==> src/rtl/fp_pkg.sv <==
// Shared constants, bit positions and state encoding for the FP adder back-end stages.
package fp_pkg;
   localparam int         FP_BIAS = 127;
   localparam logic [7:0] EXP_MAX = 8'hFF;
   localparam int         MW      = 27;
   localparam int         FRAC_W  = 23;

   // Raw mantissa layout: hidden | 23 fraction | guard | round | sticky
   localparam int HID   = 26;
   localparam int G_BIT = 2;
   localparam int R_BIT = 1;
   localparam int S_BIT = 0;

   typedef enum logic [2:0] {
      ST_IDLE,
      ST_PRE,
      ST_NORM,
      ST_ROUND,
      ST_DONE
   } norm_state_t;
endpackage

==> src/rtl/fp_rne_round.sv <==
// Combinational round-to-nearest-even of a normalized raw mantissa, with exponent
// adjustment and saturation to infinity on exponent overflow.
module fp_rne_round
   import fp_pkg::*;
#(
   parameter int EW = 8
) (
   input  logic [MW-1:0]     m,
   input  logic [EW:0]       e,
   output logic [FRAC_W-1:0] frac,
   output logic [EW-1:0]     exp_adj,
   output logic              overflow
);
   logic              up;
   logic [FRAC_W+1:0] sum;
   logic [EW:0]       e_adj;

   always_comb begin
      up  = m[G_BIT] & (m[R_BIT] | m[S_BIT] | m[G_BIT+1]);
      sum = {1'b0, m[HID:G_BIT+1]} + {{(FRAC_W+1){1'b0}}, up};
      // A carry out of the hidden bit renormalizes by one position
      if (sum[FRAC_W+1]) begin
         frac  = sum[FRAC_W:1];
         e_adj = e + 1'b1;
      end else begin
         frac  = sum[FRAC_W-1:0];
         e_adj = e;
      end
      overflow = (e_adj >= {1'b0, EXP_MAX});
      exp_adj  = e_adj[EW-1:0];
      if (overflow) begin
         frac    = '0;
         exp_adj = EXP_MAX;
      end
   end
endmodule

==> src/rtl/fp_norm_round.sv <==
// Sequential normalize (one left shift per cycle) and round stage for the FP adder,
// producing the packed single-precision word and status flags.
module fp_norm_round #(
   parameter int MW = 27,
   parameter int EW = 8
) (
   input  logic          clk,
   input  logic          rst_n,
   input  logic          start,
   input  logic [MW-1:0] mant_in,
   input  logic          carry_in,
   input  logic          sign_in,
   input  logic [EW-1:0] exp_in,
   output logic          busy,
   output logic          done,
   output logic [31:0]   result,
   output logic          overflow,
   output logic          underflow,
   output logic          zero
);
   import fp_pkg::*;

   norm_state_t       state_reg;
   logic [MW-1:0]     m_reg;
   logic [EW:0]       e_reg;
   logic              s_reg;
   logic              carry_reg;

   logic [FRAC_W-1:0] rnd_frac;
   logic [EW-1:0]     rnd_exp;
   logic              rnd_ovf;

   fp_rne_round #(
      .EW(EW)
   ) u_round (
      .m        (m_reg),
      .e        (e_reg),
      .frac     (rnd_frac),
      .exp_adj  (rnd_exp),
      .overflow (rnd_ovf)
   );

   always_ff @(posedge clk or negedge rst_n) begin
      if (!rst_n) begin
         state_reg <= ST_IDLE;
         m_reg     <= '0;
         e_reg     <= '0;
         s_reg     <= 1'b0;
         carry_reg <= 1'b0;
         busy      <= 1'b0;
         done      <= 1'b0;
         result    <= '0;
         overflow  <= 1'b0;
         underflow <= 1'b0;
         zero      <= 1'b0;
      end else begin
         done <= 1'b0;
         case (state_reg)
            ST_IDLE: begin
               if (start) begin
                  m_reg     <= mant_in;
                  e_reg     <= {1'b0, exp_in};
                  s_reg     <= sign_in;
                  carry_reg <= carry_in;
                  overflow  <= 1'b0;
                  underflow <= 1'b0;
                  zero      <= 1'b0;
                  busy      <= 1'b1;
                  state_reg <= ST_PRE;
               end
            end
            ST_PRE: begin
               if (carry_reg) begin
                  // Carry out: shift right once, folding the dropped bit into sticky
                  m_reg     <= {1'b1, m_reg[HID:G_BIT], m_reg[R_BIT] | m_reg[S_BIT]};
                  e_reg     <= e_reg + 1'b1;
                  state_reg <= ST_ROUND;
               end else if (m_reg == '0) begin
                  result    <= '0;
                  zero      <= 1'b1;
                  done      <= 1'b1;
                  state_reg <= ST_DONE;
               end else if (m_reg[HID]) begin
                  state_reg <= ST_ROUND;
               end else begin
                  state_reg <= ST_NORM;
               end
            end
            ST_NORM: begin
               if (e_reg == (EW+1)'(1)) begin
                  result    <= {s_reg, 31'b0};
                  underflow <= 1'b1;
                  zero      <= 1'b1;
                  done      <= 1'b1;
                  state_reg <= ST_DONE;
               end else begin
                  m_reg <= m_reg << 1;
                  e_reg <= e_reg - 1'b1;
                  if (m_reg[HID-1]) begin
                     state_reg <= ST_ROUND;
                  end
               end
            end
            ST_ROUND: begin
               result    <= {s_reg, rnd_exp, rnd_frac};
               overflow  <= rnd_ovf;
               done      <= 1'b1;
               state_reg <= ST_DONE;
            end
            ST_DONE: begin
               busy      <= 1'b0;
               state_reg <= ST_IDLE;
            end
            default: begin
               busy      <= 1'b0;
               state_reg <= ST_IDLE;
            end
         endcase
      end
   end
endmodule
==> config.mk <==
export PLATFORM = sky130hd
export DESIGN_NAME = fp_norm_round
export DESIGN_NICKNAME = d
export VERILOG_FILES = /design/src/rtl/fp_pkg.sv /design/src/rtl/fp_rne_round.sv /design/src/rtl/fp_norm_round.sv
export SDC_FILE = /design/constraint.sdc
export NUM_CORES = 1
export LEC_CHECK = 0
export ABC_CLOCK_PERIOD_IN_PS = 3510
export CORE_MARGIN = 2
export CORE_UTILIZATION = 32
export CTS_CLUSTER_DIAMETER = 150
export DETAILED_ROUTE_END_ITERATION = 10
export GPL_ROUTABILITY_DRIVEN = 0
export SLEW_MARGIN = 20
export SYNTH_ARGS = -nofsm -noshare
export SYNTH_HDL_FRONTEND = slang
export SYNTH_HIERARCHICAL = 1
export SYNTH_SLANG_ARGS = --single-unit
==> constraint.sdc <==
create_clock -name clk -period 3.51 [get_ports clk]
set_input_delay 0.8775 -clock clk [delete_from_list [all_inputs] [get_ports clk]]
set_output_delay 0.8775 -clock clk [all_outputs]
set_load 0.01 [all_outputs]
Yosys cells after proc, flatten, opt, wreduce, memory -nomap -nowiden
Cells that the tools add are included.
- register bits: 78
- input port bits: 40
- output and inout port bits: 37
- logic and storage cells: 81
- add/sub/neg operators: 3
- magnitude comparators: 1
- equal/unequal tests: 11
- multiplexer cells: 36
- bitwise operators: 4
- reduce and logical (&&, ||, !) cells: 15
- operator list (cell ; count):
    two-way mux 32 bit ; 3
    one-hot mux 32 bit (3 select lines) ; 1
    two-way mux 27 bit ; 3
    one-hot mux 27 bit (3 select lines) ; 1
    two-way mux 23 bit ; 2
    two-way mux 9 bit ; 4
    zero test 27 bit ; 1
    one-hot mux 9 bit (3 select lines) ; 1
    adder 24 x 1 -> 25 bit ; 1
    two-way mux 3 bit ; 5
    != test 2 bit, second input constant ; 6
    one-hot mux 3 bit (4 select lines) ; 1
    adder 9 x 1 -> 9 bit, second input constant ; 1
    equality test 9 x 1 -> 1 bit, second input constant ; 1
    >= comparator 9 x 8 -> 1 bit, second input constant ; 1
    two-way mux 1 bit ; 9
    subtractor 9 x 1 -> 9 bit, second input constant ; 1
    two-way mux 8 bit ; 1
    AND reduction 2 bit ; 4
    AND reduction 4 bit ; 2
    equality test 3 x 2 -> 1 bit, second input constant ; 2
    one-hot mux 1 bit (2 select lines) ; 3
    one-hot mux 1 bit (3 select lines) ; 2
    nonzero test 3 bit ; 2
    10 further kinds ; 12

Depth between registers and ports, before layout
- depth in word-level cells: 8
- depth in mapped cells: 10
- gate-level depth less buffers: 9

Hierarchy
The synthesis kept the hierarchy.
- by module, submodules not included (module ; times used ; cells an instance ; area each (um^2) ; sequential area each (um^2)):
    fp_norm_round ; 1 ; 513 ; 4410.5 ; 1951.9
    fp_rne_round ; 1 ; 167 ; 1121.1 ; 0.0

Worst setup path after synthesis
OpenSTA, ideal clock, no wires.
- kind: reg2reg
- from: register e_reg[0]
- to: register result[12]
- library setup time: 121 ps
- data arrival time: 2115 ps
- required time: 3389 ps
- slack: 1274 ps
- stages on the path, launching flop included: 9
- buffers on the path: 2
- period minus slack after synthesis: 2236 ps
- path through: dfrtp_1 > ha_1 > buf_2 > o32a_1 > a311o_1 > mux2i_2 > buf_6 > a211oi_1 > a22o_1
- cells in the longest elaborated chain, start to end: 5
- elaborated cells on any way between the ends: 8
- classes of those cells: 1 x add/sub; 1 x order compare; 2 x eq/ne; 3 x mux; 1 x reduce/logical
- ends and longest elaborated chain (element ; line ; text):
    start: declaration ; fp_norm_round.sv:25 ; logic [EW:0] e_reg;
    start signal: assignment ; fp_norm_round.sv:62 ; e_reg <= {1'b0, exp_in};
    start signal: assignment ; fp_norm_round.sv:76 ; e_reg <= e_reg + 1'b1;
    start signal: assignment ; fp_norm_round.sv:98 ; e_reg <= e_reg - 1'b1;
    adder 9 x 1 -> 9 bit ; fp_rne_round.sv:24 ; e_adj = e + 1'b1;
    two-way mux 9 bit (*) ; fp_rne_round.sv:22 ; if (sum[FRAC_W+1]) begin
    >= comparator 9 x 8 -> 1 bit (*) ; fp_rne_round.sv:29 ; overflow = (e_adj >= {1'b0, EXP_MAX});
    two-way mux 23 bit (*) ; fp_rne_round.sv:31 ; if (overflow) begin
    named net rnd_frac[12] ; fp_norm_round.sv:29 ; logic [FRAC_W-1:0] rnd_frac;
    one-hot mux 32 bit (3 select lines) (*) ; fp_norm_round.sv:58 ; case (state_reg)
    end signal: assignment ; fp_norm_round.sv:91 ; result <= {s_reg, 31'b0};
    end signal: assignment ; fp_norm_round.sv:105 ; result <= {s_reg, rnd_exp, rnd_frac};
    end: declaration ; fp_norm_round.sv:16 ; output logic [31:0] result,
Mark *: on every way through the listed nets, which the timed path passes. The rest lies on a longest branch.
A chain may end at the register's enable or synchronous reset.

Worst setup path after layout
- from: register e_reg[2]
- to: register m_reg[12]
- cells in the longest elaborated chain, start to end: 3
- ends and longest elaborated chain (element ; line ; text):
    equality test 9 x 1 -> 1 bit ; fp_norm_round.sv:90 ; if (e_reg == (EW+1)'(1)) begin
    != test 2 bit (no source line) ; -- ;
    AND reduction 4 bit (no source line) ; -- ;
    end signal: assignment ; fp_norm_round.sv:61 ; m_reg <= mant_in;
    end signal: assignment ; fp_norm_round.sv:75 ; m_reg <= {1'b1, m_reg[HID:G_BIT], m_reg[R_BIT] | m_reg[S_BIT]};
    end signal: assignment ; fp_norm_round.sv:97 ; m_reg <= m_reg << 1;
    end: declaration ; fp_norm_round.sv:24 ; logic [MW-1:0] m_reg;
Every way passes these cells.

==> run metrics <==
Tightest Pin Transition 777 ps; area fraction of the dominant cell type after synthesis 35.3%; Max-Slew Margin vs Limit 48.2%; final wirelength 16000 um; most common cell after layout, fill and taps aside sky130_fd_sc_hd__nor2_1; per-cell via count in the routed design 5.49; category of cells accounting for the largest share of critical-path delay simple AND/OR/NAND/NOR gates; setup TNS 0 ps; width of the die 135 um; DRC 0; net switching power of the design 2.92 mW; series of cell instances along the critical path nor4b_1 -> nand3_1 -> nand2_2 -> buf_4 -> o21ai_0; count of pins on the block boundary 77; Final HPWL DP 10900 um; number of global-route vias before repair 4773; post-route ant nets 0; global-route usage over all layers 18.3%; Mean Syn Cell Area 8.13 um^2; CTS tree done; worst-case clock buffer depth 2; unrepaired setup endpoints after global routing false; number of filler cells placed in the layout 1783; largest area contributor in the synthesized netlist sky130_fd_sc_hd__dfrtp_1; Resized cells post-CTS 0; post-detailed-placement cell area 6440 um^2; floorplan die height 135 um; row count 48; proportion of power drawn by combinational gates 53.6%; Cells after Synth 680; starting utilization of the core area 32.3%; relative contribution of the clock network to total power 15.2%; Antenna Diode Count 0; multi-input gate area in the final layout 3280 um^2; via total after detailed routing 5297; share of the yosys chip area belonging to registers 35.3%; ys async rst share 100%; final-report setup violation count 0; iteration count of the initial detailed-routing pass 5; residual overflow from global routing 0; first-pass GRT wire length 26400 um; clock-pin transition on the worst setup and hold timing paths 60 ps; total die area 18400 um^2; DR iter-0 viols 398; Critical path buffers and inverters 1; Post-Synthesis Cell Area 5530 um^2; max_cap viols 0; Area growth, synth to finish 22.0%; Sw Share 45.9%; areal power density over the cells 943 nW/um^2; number of nets in the final layout 779; CP Class reg2reg; number of buffers inserted by port buffering 76; number of flops mapped to enable cells by yosys 0; final setup skew 8.12 ps; layout cell share with drive strength beyond 1 6.90%; final standard cell utilization of the core 39.4%; Yosys warning count 6; commonest non-fill, non-tap cells in the layout sky130_fd_sc_hd__nor2_1 (80), sky130_fd_sc_hd__dfrtp_1 (77), sky130_fd_sc_hd__clkdlybuf4s50_1 (75); required time of the worst setup path 3730 ps; clock insertion delay at the later pin of the skew report 350 ps; ratio of final minimum period to clock period 78.9%; maximum cell stage delay along the critical path 640 ps; static power due to leakage 2.67 nW; critical-path cell with the highest stage delay sky130_fd_sc_hd__nand2_2; Largest register FFs 32; largest net degree at the start of global routing 79; core area 17100 um^2; peak supply drop 0.000589 V; class of the tightest hold or removal check reg2reg; antenna violations before repair 0; sequential fraction of design power 31.2%; clock buffer count from CTS 9; number of endpoints with negative hold slack in the final report 0; Sequential Area 1950 um^2; Setup crit end kind flop; crit path DAT 2990 ps; count of state elements after synthesis 78; Highest Clock Rate 0.361 GHz; finished layout cell area 6750 um^2; WL/cell 16.6 um; max-slew violation count 0; cell types occupying the most area after synthesis sky130_fd_sc_hd__dfrtp_1 (35%), sky130_fd_sc_hd__nor2_1 (5.4%), sky130_fd_sc_hd__o21ai_0 (5.3%); Worst setup SP type flop; Int Pwr 3.44 mW; Sinks on Clock Net 78; CTS root buf sky130_fd_sc_hd__clkbuf_16; post-synth net total 725; cts-stage hold buffer count 0; peak fanout along the critical path 44; H-tree level count 3; Setup Fix Bufs, Post-CTS 0; dominant register cell in the synthesized netlist sky130_fd_sc_hd__dfrtp_1; outcome finished clean; number of distinct library cell variants in the gate-level netlist after synthesis 69; shortest period the worst path allows 2770 ps
## power by group through the flow
stage / logic [mW] / clock network [mW] / registers [mW]
2_1_floorplan: 2.38 / 0 / 1.87
3_3_place_gp: 3.37 / 0 / 1.99
3_5_place_dp: 3.41 / 0 / 1.99
4_1_cts: 3.43 / 0.985 / 1.98
5_1_grt: 3.85 / 1.03 / 2.06
6_report: 3.41 / 0.965 / 1.99
## worst register-to-register path: stages (launching register included)
cell and delay [ps]:
sky130_fd_sc_hd__dfrtp_1 560, sky130_fd_sc_hd__nor4b_1 590, sky130_fd_sc_hd__nand3_1 320, sky130_fd_sc_hd__nand2_2 640, sky130_fd_sc_hd__buf_4 410, sky130_fd_sc_hd__o21ai_0 130
## through the flow
step | instances | power (mW) | hold WS [ps] | setup WS [ps]
final | 964 | 6.37 | 492 | 739
after global placement | 948 | 5.36 | 484 | 551
after floorplan | 680 | 4.25 | 481 | 1270
after global routing | 964 | 6.94 | 516 | 408
after CTS | 964 | 6.39 | 497 | 761
after detailed placement | 948 | 5.41 | 485 | 497
## per-layer routing
| layer | track usage [%] | share of wire (%) | up-vias |
|---|---|---|---|
| met5 | 0 | 0 | - |
| met4 | 5.44 | 1.6 | 0 |
| met3 | 3.67 | 5.1 | 19 |
| met2 | 27.3 | 45 | 146 |
| met1 | 26.7 | 48 | 2503 |
| li1 | - | - | 2629 |
## final cells by class
cell class                      instances  area share, %
Tap cell                              225           4.17
Inverter                               14          0.778
Multi-Input combinational cell        539           48.6
Timing Repair Buffer                   92           13.1
Sequential cell                        78           28.9
Clock inverter                          3          0.630
Clock buffer                           13           3.86
## cell families after synthesis
kind of cell	share of synthesized area, %
adders and majority gates	1.13
xor gates and xnor gates	4.89
AOI/OAI and AO/OA	25.2
DFF	35.3
muxes	0.837
buffers and inverters	5.50
and+or+nand+nor	27.2
## cell usage after synthesis (6+ instances only)
| library cell | count |
|---|---|
| sky130_fd_sc_hd__nor2_1 | 80 |
| sky130_fd_sc_hd__dfrtp_1 | 78 |
| sky130_fd_sc_hd__nand2_1 | 66 |
| sky130_fd_sc_hd__o21ai_0 | 59 |
| sky130_fd_sc_hd__a21oi_1 | 43 |
| sky130_fd_sc_hd__nor3_1 | 36 |
| sky130_fd_sc_hd__a22o_1 | 31 |
| sky130_fd_sc_hd__clkbuf_1 | 28 |
| sky130_fd_sc_hd__o221ai_1 | 23 |
| sky130_fd_sc_hd__nor2b_1 | 22 |
| sky130_fd_sc_hd__xnor2_1 | 22 |
| sky130_fd_sc_hd__nand3_1 | 13 |
| sky130_fd_sc_hd__nor4_1 | 13 |
| sky130_fd_sc_hd__inv_1 | 12 |
| sky130_fd_sc_hd__nand4_1 | 12 |
| sky130_fd_sc_hd__and3_1 | 9 |
| sky130_fd_sc_hd__o21ai_1 | 9 |
| sky130_fd_sc_hd__a211oi_1 | 8 |
| sky130_fd_sc_hd__and2_1 | 8 |
| sky130_fd_sc_hd__xor2_1 | 7 |
| sky130_fd_sc_hd__and4_1 | 6 |
| sky130_fd_sc_hd__buf_4 | 6 |
| sky130_fd_sc_hd__nand2b_1 | 6 |
| sky130_fd_sc_hd__o22ai_1 | 6 |
## worst paths after layout
path	start	end	slack (ps)	cells after the start
max	e_reg[2]	m_reg[12]	740	5
min	result[31]	result[31]	490	1
max reg2reg	e_reg[2]	m_reg[12]	740	5
min reg2reg	result[31]	result[31]	490	1
max in group asynchronous	rst_n	state_reg[1]	2360	1
min in group asynchronous	rst_n	e_reg[4]	530	1
(Power assumes the default switching activity.)
